File: src/rtl/imem_boot_ctrl_if.sv
// -----------------------------------------------------------------------------
// imem_boot_ctrl_if
//
// Purpose: bundles the signals between the boot controller and its
// surroundings. On one side are the SPI word stream and chip-select events. On
// the other side are the instruction memory write port and the CPU
// reset/status outputs.
//
// Signals (direction as seen from the boot controller, modport master):
//   new_transfer   in   1            pulse at chip-select assertion
//   chip_selected  in   1            chip select active (level)
//   transfer_done  in   1            pulse at chip-select release
//   data_ready     in   1            pulse: shiftreg holds a complete word
//   shiftreg       in   width        received SPI word
//   iaddr_write    out  iaddr_width  instruction memory write address
//   idata_write    out  width        instruction memory write data
//   i_write        out  1            instruction memory write enable
//   cpu_reset      out  1            reset to the CPU
//   load_done      out  1            CPU running a verified image
//   load_error     out  1            sticky load error
//
// The slave modport is the mirror image, for the SPI/memory/CPU side or a
// testbench.
// -----------------------------------------------------------------------------
interface imem_boot_ctrl_if #(
    parameter int iaddr_width = 8,
    parameter int width       = 16
);
    logic                   new_transfer;
    logic                   chip_selected;
    logic                   transfer_done;
    logic                   data_ready;
    logic [width-1:0]       shiftreg;
    logic [iaddr_width-1:0] iaddr_write;
    logic [width-1:0]       idata_write;
    logic                   i_write;
    logic                   cpu_reset;
    logic                   load_done;
    logic                   load_error;

    modport master (
        input  new_transfer,
        input  chip_selected,
        input  transfer_done,
        input  data_ready,
        input  shiftreg,
        output iaddr_write,
        output idata_write,
        output i_write,
        output cpu_reset,
        output load_done,
        output load_error
    );

    modport slave (
        output new_transfer,
        output chip_selected,
        output transfer_done,
        output data_ready,
        output shiftreg,
        input  iaddr_write,
        input  idata_write,
        input  i_write,
        input  cpu_reset,
        input  load_done,
        input  load_error
    );
endinterface

File: src/rtl/imem_boot_ctrl.sv
// -----------------------------------------------------------------------------
// imem_boot_ctrl
//
// Purpose: downloads a program image received over SPI into the CPU
// instruction memory, and controls the CPU reset.
//
// The image is framed as follows:
//   word 0           : length len (1 .. 2**iaddr_width), not written
//   words 1 .. len   : instruction words, written to addresses 0 .. len-1
//   word len+1       : checksum = sum of the instruction words mod 2**width
//
// The CPU is held in reset while an image is being loaded. After the checksum
// verifies and chip select is released, reset is held for another hold_cycles
// cycles and then released. Any malformed or truncated frame parks the block
// in ERROR, with the sticky load_error flag set, until the next frame arrives.
//
// Ports:
//   clk    in  system clock
//   reset  in  synchronous active-high reset
//   bus    imem_boot_ctrl_if.master, which carries the SPI event/word inputs,
//          the memory write port (iaddr_write, idata_write, i_write), and the
//          cpu_reset, load_done and load_error outputs
//
// Parameters:
//   iaddr_width  instruction memory address width
//   width        SPI word / instruction width
//   hold_cycles  cycles cpu_reset stays high after chip select release (>= 1)
// -----------------------------------------------------------------------------
module imem_boot_ctrl #(
    parameter int iaddr_width = 8,
    parameter int width       = 16,
    parameter int hold_cycles = 4
) (
    input  logic            clk,
    input  logic            reset,
    imem_boot_ctrl_if.master bus
);

    typedef enum logic [2:0] {
        IDLE,
        HEADER,
        DATA,
        CHECK,
        HOLD,
        RUN,
        ERROR
    } state_t;

    // The word count needs one more bit than an address, so that it can hold a
    // full-memory image length of 2**iaddr_width.
    typedef logic [iaddr_width:0] cnt_t;

    // Common width used to compare the raw header word with the maximum length.
    localparam int cmp_w  = (width > iaddr_width + 1) ? width : iaddr_width + 1;
    typedef logic [cmp_w-1:0] cmp_t;
    localparam cmp_t max_len = cmp_t'(1) << iaddr_width;

    localparam int hold_w = (hold_cycles < 2) ? 1 : $clog2(hold_cycles + 1);
    typedef logic [hold_w-1:0] hold_t;

    state_t                 state_q;
    cnt_t                   len_q;
    cnt_t                   count_q;
    logic [width-1:0]       sum_q;
    hold_t                  hold_q;
    logic [iaddr_width-1:0] iaddr_write_q;
    logic [width-1:0]       idata_write_q;
    logic                   i_write_q;
    logic                   cpu_reset_q;
    logic                   load_done_q;
    logic                   load_error_q;

    logic             header_ok;
    cnt_t             count_d;
    logic [width-1:0] sum_d;
    logic             last_word;
    logic             truncated;

    assign header_ok = (bus.shiftreg != '0) && (cmp_t'(bus.shiftreg) <= max_len);
    assign count_d   = count_q + cnt_t'(1);
    // The running sum wraps naturally at 2**width.
    assign sum_d     = sum_q + bus.shiftreg;
    assign last_word = (count_d == len_q);
    // Chip select released before the checksum was seen.
    assign truncated = bus.transfer_done && (state_q inside {HEADER, DATA, CHECK});

    // NOTE: every register in this block uses non-blocking assignments. All
    // reads then see the values from before the clock edge, regardless of the
    // order of the statements below.
    always_ff @(posedge clk) begin
        // NOTE: reset is synchronous, so it is only sampled on the clock edge.
        // A reset in the middle of a transfer takes effect at the next edge and
        // returns every output to its idle value.
        if (reset) begin
            state_q       <= IDLE;
            len_q         <= '0;
            count_q       <= '0;
            sum_q         <= '0;
            hold_q        <= '0;
            iaddr_write_q <= '0;
            idata_write_q <= '0;
            i_write_q     <= 1'b0;
            cpu_reset_q   <= 1'b1;
            load_done_q   <= 1'b0;
            load_error_q  <= 1'b0;
        end else begin
            // The write strobe is a single-cycle pulse. It defaults low and is
            // raised only when a DATA word is accepted.
            i_write_q <= 1'b0;

            if (bus.new_transfer) begin
                // A new frame overrides everything, including a data_ready in
                // the same cycle: that word is dropped.
                state_q       <= HEADER;
                sum_q         <= '0;
                count_q       <= '0;
                iaddr_write_q <= '0;
                cpu_reset_q   <= 1'b1;
                load_done_q   <= 1'b0;
                load_error_q  <= 1'b0;
            end else if (truncated) begin
                state_q      <= ERROR;
                load_error_q <= 1'b1;
            end else begin
                case (state_q)
                    IDLE: begin
                        cpu_reset_q <= 1'b1;
                    end

                    HEADER: begin
                        if (bus.data_ready) begin
                            len_q <= cnt_t'(bus.shiftreg);
                            if (header_ok) begin
                                state_q <= DATA;
                            end else begin
                                state_q      <= ERROR;
                                load_error_q <= 1'b1;
                            end
                        end
                    end

                    DATA: begin
                        if (bus.data_ready) begin
                            i_write_q     <= 1'b1;
                            idata_write_q <= bus.shiftreg;
                            iaddr_write_q <= count_q[iaddr_width-1:0];
                            sum_q         <= sum_d;
                            count_q       <= count_d;
                            // len >= 1 guarantees that count never passes len,
                            // so the address cannot wrap.
                            if (last_word) begin
                                state_q <= CHECK;
                            end
                        end
                    end

                    CHECK: begin
                        if (bus.data_ready) begin
                            if (bus.shiftreg == sum_q) begin
                                state_q <= HOLD;
                                hold_q  <= hold_t'(hold_cycles);
                            end else begin
                                state_q      <= ERROR;
                                load_error_q <= 1'b1;
                            end
                        end
                    end

                    HOLD: begin
                        // Count down only after chip select has been released.
                        // Trailing words that arrive while chip select is still
                        // active are ignored.
                        if (!bus.chip_selected) begin
                            if (hold_q == hold_t'(1)) begin
                                state_q     <= RUN;
                                hold_q      <= '0;
                                cpu_reset_q <= 1'b0;
                                load_done_q <= 1'b1;
                            end else begin
                                hold_q <= hold_q - hold_t'(1);
                            end
                        end
                    end

                    // RUN and ERROR are left only through new_transfer or reset.
                    default: begin
                    end
                endcase
            end
        end
    end

    assign bus.iaddr_write = iaddr_write_q;
    assign bus.idata_write = idata_write_q;
    assign bus.i_write     = i_write_q;
    assign bus.cpu_reset   = cpu_reset_q;
    assign bus.load_done   = load_done_q;
    assign bus.load_error  = load_error_q;

endmodule
File: src/flat_wrapper.sv
// flat-port wrapper written by rule: the top's interface ports become plain ports
module imem_boot_ctrl_flat 
#(
    parameter int iaddr_width = 8,
    parameter int width       = 16,
    parameter int hold_cycles = 4
)
  (clk, reset, bus_new_transfer, bus_chip_selected, bus_transfer_done, bus_data_ready, bus_shiftreg, bus_iaddr_write, bus_idata_write, bus_i_write, bus_cpu_reset, bus_load_done, bus_load_error);
  imem_boot_ctrl_if #(.iaddr_width(iaddr_width), .width(width)) bus_i ();
  input  logic clk;
  input  logic reset;
  input wire logic [$bits(bus_i.new_transfer)-1:0] bus_new_transfer;
  input wire logic [$bits(bus_i.chip_selected)-1:0] bus_chip_selected;
  input wire logic [$bits(bus_i.transfer_done)-1:0] bus_transfer_done;
  input wire logic [$bits(bus_i.data_ready)-1:0] bus_data_ready;
  input wire logic [$bits(bus_i.shiftreg)-1:0] bus_shiftreg;
  output wire logic [$bits(bus_i.iaddr_write)-1:0] bus_iaddr_write;
  output wire logic [$bits(bus_i.idata_write)-1:0] bus_idata_write;
  output wire logic [$bits(bus_i.i_write)-1:0] bus_i_write;
  output wire logic [$bits(bus_i.cpu_reset)-1:0] bus_cpu_reset;
  output wire logic [$bits(bus_i.load_done)-1:0] bus_load_done;
  output wire logic [$bits(bus_i.load_error)-1:0] bus_load_error;
  assign bus_i.new_transfer = bus_new_transfer;
  assign bus_i.chip_selected = bus_chip_selected;
  assign bus_i.transfer_done = bus_transfer_done;
  assign bus_i.data_ready = bus_data_ready;
  assign bus_i.shiftreg = bus_shiftreg;
  assign bus_iaddr_write = bus_i.iaddr_write;
  assign bus_idata_write = bus_i.idata_write;
  assign bus_i_write = bus_i.i_write;
  assign bus_cpu_reset = bus_i.cpu_reset;
  assign bus_load_done = bus_i.load_done;
  assign bus_load_error = bus_i.load_error;
  imem_boot_ctrl #(.iaddr_width(iaddr_width), .width(width), .hold_cycles(hold_cycles)) u_core (.clk(clk), .reset(reset), .bus(bus_i));
endmodule
File: config.mk
export PLATFORM = sky130hd
export DESIGN_NAME = imem_boot_ctrl_flat
export DESIGN_NICKNAME = d
export VERILOG_FILES = /design/src/rtl/imem_boot_ctrl_if.sv /design/src/rtl/imem_boot_ctrl.sv /design/src/flat_wrapper.sv
export SDC_FILE = /design/constraint.sdc
export NUM_CORES = 1
export LEC_CHECK = 0
export BUFFER_PORTS_ARGS = -buffer_cell sky130_fd_sc_hd__buf_4
export CORE_ASPECT_RATIO = 0.7
export CORE_MARGIN = 2
export CORE_UTILIZATION = 55
export CTS_BUF_LIST = sky130_fd_sc_hd__clkbuf_8
export DETAILED_ROUTE_END_ITERATION = 8
export PLACE_DENSITY_LB_ADDON = 0.08
export SETUP_SLACK_MARGIN = 0.15
export SLEW_MARGIN = 10
export SYNTH_ARGS = -nofsm -noshare
export SYNTH_HDL_FRONTEND = slang
export SYNTH_SLANG_ARGS = --single-unit
File: constraint.sdc
create_clock -name clk -period 3.1 [get_ports clk]
set_clock_uncertainty 0.05 [all_clocks]
set_input_delay 0.155 -clock clk [delete_from_list [all_inputs] [get_ports clk]]
set_output_delay 0.155 -clock clk [all_outputs]
set_load 0.02 [all_outputs]
; ---- Word level (Yosys, flattened, before mapping)
; Index checks and enable logic that the tools add are counted.
[classes]
bitwise = 4
muxes = 26
n_lt_le_gt_ge = 1
reduce_logical = 21
eq_ne = 25
addsub = 3
[ops]
columns = cell, n
row1 = 3-bit two-way mux, 12
row2 = 16-bit adder, 1
row3 = 16-bit equality test, 1
row4 = "16-bit by 9-bit less-or-equal comparator with 1-bit output, second input constant", 1
row5 = "4-bit by 3-bit inequality test with 1-bit output, second input constant", 4
row6 = 4-bit AND reduction, 4
row7 = 16-bit nonzero test, 1
row8 = "3-bit by 2-bit inequality test with 1-bit output, second input constant", 5
row9 = 7-bit AND reduction, 2
row10 = 3-bit case mux with 4 select lines, 1
row11 = "9-bit by 1-bit adder with 9-bit output, second input constant", 1
row12 = 9-bit equality test, 1
row13 = 1-bit two-way mux, 9
row14 = "4-bit by 2-bit inequality test with 1-bit output, second input constant", 2
row15 = "3-bit by 1-bit equality test with 1-bit output, second input constant", 2
row16 = "3-bit by 2-bit equality test with 1-bit output, second input constant", 2
row17 = "2-bit inequality test, second input constant", 3
row18 = "3-bit by 1-bit inequality test with 1-bit output, second input constant", 2
row19 = 3-bit case mux with 2 select lines, 1
row20 = 6-bit AND reduction, 1
row21 = 3-bit nonzero test, 2
row22 = 6-bit nonzero test, 1
row23 = 5-bit AND reduction, 1
row24 = 5-bit nonzero test, 1
row25 = other kinds (13), 19
[word_totals]
in_bits = 22
out_inout_bits = 28
ff_bits = 68
elab_cells = 92

; ---- Longest topological paths before layout
; Gate-level depths: netlist (run 1).
[logic_depth]
word_depth = 7
mapped_depth = 9
ltp_nobuf = 9

; ---- Worst setup path after synthesis (run 1)
; No wires, ideal clock.
[synth_path]
path_kind = reg-to-reg
start = reg u_core.sum_q[0]
end = reg u_core.sum_q[10]
synth_period_minus_slack_ns = 2.150
n_path_buf = 0
slack_ns = 0.950
stages_incl_launch_ff = 10
setup_time_ns = 0.062
t_required_ns = 2.988
arrival_time_ns = 2.038
cell_sequence = dfxtp_1 -> ha_1 -> inv_1 -> fa_1 -> nor2b_1 -> o21ai_0 -> a21boi_0 -> a21oi_1 -> a2111o_1 -> nand3_1
[synth_via]
elab_chain_len = 1
[synth_lines]
columns = item, line_no
row1 = from (decl), imem_boot_ctrl.sv:64  ; logic [width-1:0] sum_q;
row2 = from (signal assigned), imem_boot_ctrl.sv:147  ; sum_q <= sum_d;
row3 = 16-bit adder, imem_boot_ctrl.sv:82  ; assign sum_d = sum_q + bus.shiftreg;
; Every way passes these cells.
; A chain may end at the register's enable or synchronous reset.

; ---- Worst setup path in the final report (run 1)
; Same ends and word-level chain as after synthesis.

==> results.sh, run 1 <==
export IMPL_grt_start_max_net_pins=35
export IMPL_clk_latency_ps=350
export IMPL_area_growth_synth_to_final_pct=17.05
export IMPL_crit_path_cell_trace="ha_1 -> inv_1 -> fa_1 -> nor2b_1 -> o21ai_0 -> a21boi_0 -> a21oi_1 -> a2111o_1 -> nand3_1"
export IMPL_core_area_um2=6694
export IMPL_worst_slack_ps=667.3
export IMPL_pwr_share_clk_pct=46.9
export IMPL_cpLargestDelayFamily="compound AO/OA/AOI/OAI gates"
export IMPL_synthesis_area_um2=3779
export IMPL_seqPwrFrac_pct=44.4
export IMPL_cts_htree_levels=3
export IMPL_ant_nets=0
export IMPL_path_class="reg -> reg"
export IMPL_power_density_nw_per_um2=458.0
export IMPL_reg2reg_from="u_core.sum_q[0]"
export IMPL_port_buffers=49
export IMPL_hold_violations=0
export IMPL_finalCritPeriodShare_pct=78.47
export IMPL_ys_async_sr_fraction_pct=0
export IMPL_pwr_share_comb_pct=8.7
export IMPL_rows=25
export IMPL_rr_endpoint="u_core.sum_q[10]"
export IMPL_routed_wl_mm=10.13
export IMPL_power_w=0.002026
export IMPL_die_w_um=103.1
export IMPL_drv_cap=0
export IMPL_switching_share_pct=24.31
export IMPL_synth_cells=480
export IMPL_ir_worst_vdd_mv=0.2889
export IMPL_grt_ovfl_total=0
export IMPL_worst_r2r_setup_slack_ps=670
export IMPL_hold_buffers=0
export IMPL_internal_power_w=0.001533
export IMPL_ys_seq_area_share_pct=36.03
export IMPL_maxUsedRoutingLayer="met4"
export IMPL_vias=3569
export IMPL_via_per_inst=5.813
export IMPL_yosysWarnings=0
export IMPL_worst_pin_slew_ps=1110
export IMPL_grt_pass1_vias=3201
export IMPL_reg2reg_depth=9
export IMPL_grt_pass1_wl_mm=16.23
export IMPL_cts_setup_buffers=0
export IMPL_cts_sinks=68
export IMPL_setup_worst_path_start="u_core.sum_q[0]"
export IMPL_switchingPower_w=0.0004925
export IMPL_synth_fp_nets=521
export IMPL_worst_path_max_delay_cell="a2111o_1"
export IMPL_place_gp_congestion=0.9223
export IMPL_synthDistinctLibCells=55
export IMPL_rsz0062_at_grt="false"
export IMPL_start_kind="flop"
export IMPL_crit_fanout=6
export IMPL_drtPass1Iterations=5
export IMPL_cts_resized=0
export IMPL_crit_end="u_core.sum_q[10]"
export IMPL_syn_avg_cell_area_um2=7.872
export IMPL_cts_buffers=9
export IMPL_ys_flop_type="dfxtp_1"
export IMPL_dp_slack_ps=690.7
export IMPL_hold_depth=3
export IMPL_drv_slew=0
export IMPL_critPathBufInv=1
export IMPL_grt_usage_pct=28.06
export IMPL_max_stage_delay_ps=410
export IMPL_holdCritPathClass="in -> reg"
export IMPL_die_h_um=73.35
export IMPL_relSlewSlack_pct=25.72
export IMPL_ios=50
export IMPL_cp_depth=9
export IMPL_fill_cells=612
export IMPL_finalCriticalPeriod_ps=2433
export IMPL_p_leak_nw=1.757
export IMPL_dp_hpwl_mm=7.152
export IMPL_drive_above_1_share_pct=15.00
export IMPL_status="finished clean"
export IMPL_drc=0
export IMPL_clockBufferDepth=2
export IMPL_root_buffer="clkbuf_8"
export IMPL_tns_ps=0
export IMPL_fmax_mhz=411.1
export IMPL_end_kind="flop"
export IMPL_synth_seq_cells=68
export IMPL_antenna_found_initial=0
export IMPL_diodes=0
export IMPL_avgRoutedWirePerCell_um=16.50
export IMPL_cts_tree="built"
export IMPL_worstPathArrival_ps=2680
export IMPL_critical_path_required_ps=3340
export IMPL_synth_edff_count=0
export IMPL_start_util_pct=56.45
export IMPL_final_nets=556
export IMPL_clk_pin_slew_ps=80
export IMPL_wl_met3_um=678
export IMPL_drt_iter0_drc=231
export IMPL_dr_wl_met2_mm=4.299
export IMPL_m1WireLength_mm=5.048
export IMPL_die_area_um2=7560
export IMPL_setup_viol=0
## worst reg2reg max path, cell delays in order, from the launching register on
cell and delay [ps]:
dfxtp_1 340, ha_1 190, inv_1 60, fa_1 380, nor2b_1 170, o21ai_0 140, a21boi_0 350, a21oi_1 240
a2111o_1 410, nand3_1 60
## through the flow
stage	hold WS, ps	utilization [%]	area [um^2]	cells
2_1_floorplan	241.0	-	3779	480
3_3_place_gp	379.7	62.22	4165	598
3_5_place_dp	382.4	62.22	4165	598
4_1_cts	7.837	66.07	4423	614
5_1_grt	18.95	66.07	4423	614
6_report	15.33	66.07	4423	614
## area by class of cell
class	instances	area (um^2)	share of cell area, %
clock inverters	5	106.4	2.405
repair buffers	53	397.9	8.996
multi-input cells	370	2240	50.64
well taps	94	117.6	2.659
inverters	13	48.80	1.103
flip-flops and latches	68	1361	30.78
clock buffers	11	151.4	3.423
## placed cells by master, fill, tap and decap left out, drive strengths merged, types with 5 or more instances in the layout
master / Yosys / final
nor2b: 6 / 6
xnor2: 17 / 17
inv: 13 / 14
o21ai: 20 / 20
dfxtp: 68 / 68
nand3: 17 / 17
nor4: 7 / 7
or3: 6 / 6
nor3: 15 / 15
xor2: 12 / 12
a21o: 5 / 5
o211ai: 5 / 5
nor2: 44 / 44
a211oi: 5 / 5
clkbuf: 19 / 11
buf: 10 / 53
nand2: 79 / 79
a21oi: 55 / 55
nand4: 6 / 6
mux2i: 10 / 10
ha: 18 / 18
## layer usage
| layer | track usage (%) | up-vias |
|---|---|---|
| li1 | - | 1743 |
| met1 | 41.39 | 1673 |
| met2 | 41.20 | 141 |
| met3 | 6.185 | 12 |
| met4 | 7.602 | 0 |
| met5 | 0 | - |
## state kept, by name, indices dropped and copies added (netlist names)
register	flops
u_core.bus.idata_write	16
u_core.sum_q	16
u_core.count_q	9
u_core.len_q	9
u_core.bus.iaddr_write	8
u_core.hold_q	3
u_core.state_q	3
u_core.bus.cpu_reset	1
u_core.bus.i_write	1
u_core.bus.load_done	1
u_core.bus.load_error	1
## cells by family (layout without fill, tap and decap cells)
group,count (synthesis),in the layout,share of synthesized area (%)
AO/OA/AOI/OAI,112,112,17.98
adder cells (fa/ha/maj),19,19,6.490
buffers and inverters,42,82,4.702
AND/OR/NAND/NOR,200,200,25.43
multiplexers,10,10,2.649
flip-flops,68,68,36.03
XOR/XNOR,29,29,6.722
## Yosys cell counts (2+ instances only)
cell type  count  area share [%]
o21a_1         4            0.79
buf_1          3            0.30
a211oi_1       5            0.99
nor2_1        44             4.4
ha_1          18             6.0
nor3b_1        2            0.40
xor2_1        12             2.8
nand2b_1       3            0.50
mux2i_1       10             2.6
o21ai_0       20             2.6
nand3_1       17             2.3
buf_2          4            0.53
a21oi_1       55             7.3
xnor2_1       17             3.9
a31oi_1        2            0.33
clkbuf_1      19             1.9
nand2_1       79             7.8
o41ai_1        2            0.46
o211ai_1       5            0.99
nand4_1        6            0.99
nor2b_1        6            0.99
a21boi_0       2            0.40
nor4b_1        2            0.46
dfxtp_1       68              36
buf_4          2            0.40
or3_1          6            0.99
inv_1         13             1.3
nor4_1         7             1.2
or4_1          2            0.40
nor3_1        15             2.0
nand3b_1       2            0.40
a21o_1         5            0.99
## worst min-delay path by stage
stage	startpoint	endpoint	slack (ps)
2_1_floorplan	bus_shiftreg[0]	u_core.bus.idata_write[0]	240
3_3_place_gp	bus_shiftreg[13]	u_core.bus.idata_write[13]	380
3_5_place_dp	bus_chip_selected	u_core.bus.cpu_reset	380
4_1_cts	bus_shiftreg[13]	u_core.bus.idata_write[13]	8
5_1_grt	bus_shiftreg[13]	u_core.bus.idata_write[13]	20
6_report	bus_shiftreg[13]	u_core.bus.idata_write[13]	20
## power groups by stage
stage	Sequential (W)	Combinational (W)	Clock, W
CTS	0.000898	0.000174	0.000962
global placement	0.000918	0.000171	0
global route	0.000900	0.000194	0.000997
finish	0.000899	0.000177	0.000950
detailed placement	0.000918	0.000174	0
floorplan	0.000911	0.000118	0
Note: power is estimated with default switching activity, not from simulation.
==> run 2, diff against run 1 <==
- ABC_AREA: not set -> 1
- CORE_UTILIZATION: 55 -> 54
- clock period: 3.1 -> 2 ns (I/O delays scaled with it)
==> results.sh, run 2 <==
export IMPL_status="finished clean"
export IMPL_max_stage_delay_ps=360
export IMPL_port_buffers=49
export IMPL_ys_async_sr_fraction_pct=0
export IMPL_rows=25
export IMPL_clockBufferDepth=2
export IMPL_synth_fp_nets=568
export IMPL_rsz0062_at_grt="true"
export IMPL_mostFrequentLayoutCells="nand2_1 (75), buf_4 (73), inv_1 (70)"
export IMPL_synth_cells=527
export IMPL_synthDistinctLibCells=34
export IMPL_drtPass1Iterations=5
export IMPL_die_h_um=73.28
export IMPL_ant_nets=0
export IMPL_grt_ovfl_total=0
export IMPL_vias=3879
export IMPL_seqPwrFrac_pct=46.8
export IMPL_clk_pin_slew_ps=70
export IMPL_die_area_um2=7545
export IMPL_path_common_cell="nand2_2"
export IMPL_drv_cap=0
export IMPL_crit_path_cell_trace="ha_4 -> inv_2 -> fa_2 -> o21ai_2 -> nand3_1 -> nand2_2 -> buf_6 -> nand3_2 -> nand2_2 -> a21oi_2 -> o21ai_1 -> o211ai_1 -> inv_1"
export IMPL_final_nets=651
export IMPL_worst_pin_slew_ps=812.5
export IMPL_finalCritPeriodShare_pct=94.40
export IMPL_hold_violations=0
export IMPL_via_per_inst=5.471
export IMPL_grt_start_max_net_pins=30
export IMPL_reg2reg_depth=13
export IMPL_worst_slack_ps=111.9
export IMPL_drive_above_1_share_pct=27.32
export IMPL_ys_seq_area_share_pct=36.77
export IMPL_holdCritPathClass="in -> reg"
export IMPL_dp_slack_ps=42.50
export IMPL_drv_slew=0
export IMPL_root_buffer="clkbuf_8"
export IMPL_relSlewSlack_pct=45.77
export IMPL_cpLargestDelayFamily="adder cells"
export IMPL_switchingPower_w=0.0008419
export IMPL_internal_power_w=0.002154
export IMPL_dp_hpwl_mm=7.228
export IMPL_cts_sinks=68
export IMPL_grt_usage_pct=29.81
export IMPL_cts_tree="built"
export IMPL_ios=50
export IMPL_switching_share_pct=28.10
export IMPL_start_util_pct=55.31
export IMPL_synth_edff_count=0
export IMPL_drc=0
export IMPL_synth_top_area_share_pct=36.77
export IMPL_final_area_um2=4972
export IMPL_finalCriticalPeriod_ps=1888
export IMPL_power_density_nw_per_um2=602.6
export IMPL_die_w_um=103.0
export IMPL_synthesis_area_um2=3702
export IMPL_critPathBufInv=3
export IMPL_setup_viol=0
export IMPL_critical_path_required_ps=2250
export IMPL_worstPathArrival_ps=2140
export IMPL_path_class="reg -> reg"
export IMPL_pwr_share_clk_pct=39.0
export IMPL_synth_top_cell_by_area="dfxtp_1"
export IMPL_antenna_found_initial=0
export IMPL_area_growth_synth_to_final_pct=34.30
export IMPL_cts_htree_levels=3
export IMPL_end_kind="flop"
export IMPL_p_leak_nw=2.287
export IMPL_routed_wl_mm=10.66
export IMPL_postPlaceCellArea_um2=4257
export IMPL_start_kind="flop"
export IMPL_clk_latency_ps=360
export IMPL_crit_fanout=3
export IMPL_ys_flop_type="dfxtp_1"
export IMPL_fmax_mhz=529.6
export IMPL_hold_depth=3
export IMPL_drt_iter0_drc=244
export IMPL_synth_seq_cells=68
export IMPL_yosysWarnings=0
export IMPL_ir_worst_vdd_mv=0.4651
export IMPL_synth_area_leaders="dfxtp_1 (37%), nand2_1 (8.9%), a21oi_1 (8.2%), o21ai_0 (8.1%), inv_1 (7.4%)"
export IMPL_worst_path_max_delay_cell="dfxtp_2"
export IMPL_syn_avg_cell_area_um2=7.025
export IMPL_synth_cells_most_frequent="nand2_1 (88), inv_1 (73), dfxtp_1 (68)"
export IMPL_cp_depth=13
export IMPL_core_area_um2=6694
export IMPL_grt_pass1_wl_mm=17.32
export IMPL_pwr_share_comb_pct=14.2
export IMPL_yosysMostFrequentCell="nand2_1"
export IMPL_diodes=0
export IMPL_layout_commonest_cell="nand2_1"
export IMPL_place_gp_congestion=0.8713
export IMPL_cts_buffers=9
export IMPL_avgRoutedWirePerCell_um=15.03
export IMPL_grt_pass1_vias=3571
==> run 2: cell count changes after synthesis, moves of 10 or more <==
cell	before	now
inv_1	13	73
nand3_1	17	31
xnor2_1	17	6
nor3_1	15	5
o21ai_0	20	60
mux2i_1	10	0
clkbuf_1	19	5
==> run 2: worst min-delay path: stages <==
cell,delay (ps)
buf_4,90
inv_1,60
a21oi_1,120
==> run 2: path summary, 6_finish.rpt <==
check / from / end / slack, ps
min reg2reg: u_core.bus.load_done / u_core.bus.load_done / 410
max reg2reg: u_core.sum_q[0] / u_core.sum_q[14] / 110
max: u_core.sum_q[0] / u_core.sum_q[14] / 110
min: bus_shiftreg[3] / u_core.len_q[3] / 20
==> run 2: repair_timing <==
item | 4_1_cts | 5_1_grt
pin swaps | 15 | 27
hold endpoints to repair | 9 | 0
setup endpoints to repair | 13 | 36
setup buffers | 8 | 4
resized for setup | 26 | 62
hold buffers | 9 | 0
==> run 2: kinds of logic after synthesis <==
group / synth area share (%)
fa+ha+maj: 6.624
xor+xnor: 3.312
compound gates: 20.89
flops: 36.77
buf+inv: 9.327
simple gates: 23.08
==> run 2: through the flow <==
step	utilization (%)	cells	power, W	hold WS (ps)	TNS [ps]
finish	74.28	709	0.002996	16.33	0
global route	74.28	709	0.003103	15.88	-5.284
CTS	69.98	705	0.002954	5.192	0
detailed placement	63.59	672	0.001788	254.4	0
global placement	63.59	672	0.001780	250.3	0
floorplan	-	527	0.001657	119.0	0
==> run 2: power groups by stage <==
stage          sequential [W]  clock (W)  combinational [W]
6_report              0.00140    0.00117           0.000425
5_1_grt               0.00141    0.00123           0.000470
4_1_cts               0.00140    0.00117           0.000378
3_5_place_dp          0.00143          0           0.000355
3_3_place_gp          0.00143          0           0.000348
2_1_floorplan         0.00144          0           0.000221
==> run 2: area by class of cell <==
class,instances,area (um^2)
fill,529,1722
tap,94,117.6
timing repair buffer,87,701.9
sequential,68,1375
inverter,74,277.8
multi-input combinational,370,2298
clock buffer,10,137.6
clock inverter,6,63.81
==> run 2: layer usage <==
layer | track usage, % | vias to the layer above | routed length (um)
met5 | 0 | - | 0
met4 | 8.772 | 0 | 85
met3 | 7.231 | 8 | 849
met2 | 44.30 | 174 | 4676
met1 | 43.03 | 1783 | 5043
li1 | - | 1914 | -
==> run 3, diff against run 2 <==
- CORE_UTILIZATION: 54 -> 40
- TNS_END_PERCENT: not set -> 100
==> results.sh, run 3 (synthesis results as in run 2) <==
export IMPL_drv_slew=0
export IMPL_relSlewSlack_pct=72.44
export IMPL_dp_cells=702
export IMPL_drc=0
export IMPL_crit_end="u_core.state_q[1]"
export IMPL_cts_sinks=68
export IMPL_end_kind="flop"
export IMPL_worst_pin_slew_ps=409.6
export IMPL_hold_violations=0
export IMPL_ir_worst_vdd_mv=0.3810
export IMPL_drv_cap=0
export IMPL_pwr_share_comb_pct=13.1
export IMPL_rsz0062_at_grt="true"
export IMPL_clk_pin_slew_ps=80
export IMPL_dp_hpwl_mm=7.260
export IMPL_p_leak_nw=2.276
export IMPL_drive_above_1_share_pct=25.90
export IMPL_drt_iter0_drc=189
export IMPL_core_area_um2=9035
export IMPL_rr_endpoint="u_core.state_q[1]"
export IMPL_die_area_um2=10050
export IMPL_setup_worst_path_start="u_core.sum_q[4]"
export IMPL_grt_usage_pct=20.86
export IMPL_port_buffers=49
export IMPL_diodes=0
export IMPL_switching_share_pct=27.01
export IMPL_grt_pass1_vias=3373
export IMPL_layout_commonest_cell="nand2_1"
export IMPL_mostFrequentLayoutCells="nand2_1 (77), buf_4 (73), inv_1 (69)"
export IMPL_ant_nets=0
export IMPL_avgRoutedWirePerCell_um=13.97
export IMPL_worst_r2r_setup_slack_ps=90
export IMPL_finalNonFillerCells=738
export IMPL_start_kind="flop"
export IMPL_holdCritPathClass="in -> reg"
export IMPL_antenna_found_initial=0
export IMPL_reg2reg_depth=9
export IMPL_seqPwrFrac_pct=45.0
export IMPL_vias=3666
export IMPL_root_buffer="clkbuf_8"
export IMPL_setup_viol=0
export IMPL_die_w_um=119.0
export IMPL_cts_tree="built"
export IMPL_clockBufferDepth=2
export IMPL_via_per_inst=4.967
export IMPL_drtPass1Iterations=5
export IMPL_routed_wl_mm=10.31
export IMPL_pwr_share_clk_pct=42.0
export IMPL_critical_path_required_ps=2200
export IMPL_internal_power_w=0.002278
export IMPL_path_class="reg -> reg"
export IMPL_grt_pass1_wl_mm=16.63
export IMPL_worstPathArrival_ps=2110
export IMPL_power_density_nw_per_um2=628.8
export IMPL_die_h_um=84.49
export IMPL_final_nets=650
export IMPL_reg2reg_from="u_core.sum_q[4]"
export IMPL_finalCritPeriodShare_pct=95.34
export IMPL_crit_fanout=5
export IMPL_cts_buffers=9
export IMPL_rows=29
export IMPL_cts_htree_levels=3
export IMPL_fmax_mhz=524.4
export IMPL_switchingPower_w=0.0008430
export IMPL_finalCriticalPeriod_ps=1907
export IMPL_ios=50
export IMPL_area_growth_synth_to_final_pct=34.07
export IMPL_grt_ovfl_total=0
export IMPL_status="finished clean"
export IMPL_tns_ps=0
export IMPL_start_util_pct=40.98
export IMPL_grt_start_max_net_pins=39
export IMPL_place_gp_congestion=0.8619
export IMPL_clk_latency_ps=360
-- run 3: cell types whose count changed in the layout (fill, tap and decap cells not counted), moves of 2 or more --
cell	previous run	this run
a21oi_1	53	57
ha_1	6	10
a21oi_2	7	4
buf_12	0	2
buf_8	2	0
ha_2	3	1
ha_4	9	7
nand2_1	75	77
nand2_4	4	2
-- run 3: worst max-delay path, stage by stage (launching register included) --
cell and delay, ps:
dfxtp_1 320, ha_1 340, nor4_1 380, nand3_2 180, nand2_1 140, nand2_1 60, nor2_1 90, nand4_1 100
nand2_1 80, nor2_1 40
-- run 3: layer usage --
| layer | track usage (%) | vias up | part of all wire [%] |
|---|---|---|---|
| li1 | - | 1909 | - |
| met1 | 30.19 | 1672 | 53 |
| met2 | 30.46 | 75 | 41 |
| met3 | 5.774 | 10 | 4.7 |
| met4 | 5.519 | 0 | 1.3 |
| met5 | 0 | - | 0 |
-- run 3: through the flow --
step	worst slack, ps	total power [W]	utilization [%]	hold slack [ps]	cell area, um^2
4_1_cts	57.50	0.003119	52.10	3.716	4707
6_report	93.16	0.003121	54.94	16.82	4964
3_5_place_dp	10.94	0.001795	47.69	257.7	4309
2_1_floorplan	162.8	0.001657	-	119.0	3711
3_3_place_gp	49.73	0.001794	47.69	256.3	4309
5_1_grt	-16.49	0.003265	54.94	20.14	4964
-- run 3: final cells by class --
| type | count | area, um^2 |
|---|---|---|
| Inverter | 74 | 280.3 |
| Tap cell | 124 | 155.1 |
| Timing Repair Buffer | 86 | 701.9 |
| Multi-Input combinational cell | 370 | 2230 |
| Sequential cell | 68 | 1371 |
| Clock inverter | 6 | 87.58 |
| Clock buffer | 10 | 137.6 |
| Fill cell | 862 | 4071 |
-- run 3: power groups by stage --
stage               Sequential [W]  Clock (W)  Combinational, W
finish                     0.00140    0.00131          0.000408
global route               0.00141    0.00140          0.000458
CTS                        0.00140    0.00134          0.000383
detailed placement         0.00143          0          0.000364
global placement           0.00143          0          0.000362
floorplan                  0.00144          0          0.000221
-- run 3: how the worst min path moves through the flow --
stage,cells past startpoint,to,start,slack [ps]
after CTS,4,u_core.bus.load_done,bus_chip_selected,4
after floorplan,1,u_core.bus.i_write,reset,120
after global routing,4,u_core.bus.load_done,bus_chip_selected,20
final,4,u_core.bus.load_done,bus_chip_selected,20
after global placement,2,u_core.bus.i_write,reset,260
after detailed placement,2,u_core.bus.i_write,reset,260
-- run 3: timing repair --
action / CTS / global route
endpoints found under the setup margin: 13 / 39
resized for setup: 20 / 50
hold buffers: 8 / 0
hold endpoints to repair: 8 / 0
cloned: 0 / 0
buffers inserted: 4 / 8
pin swaps: 14 / 34
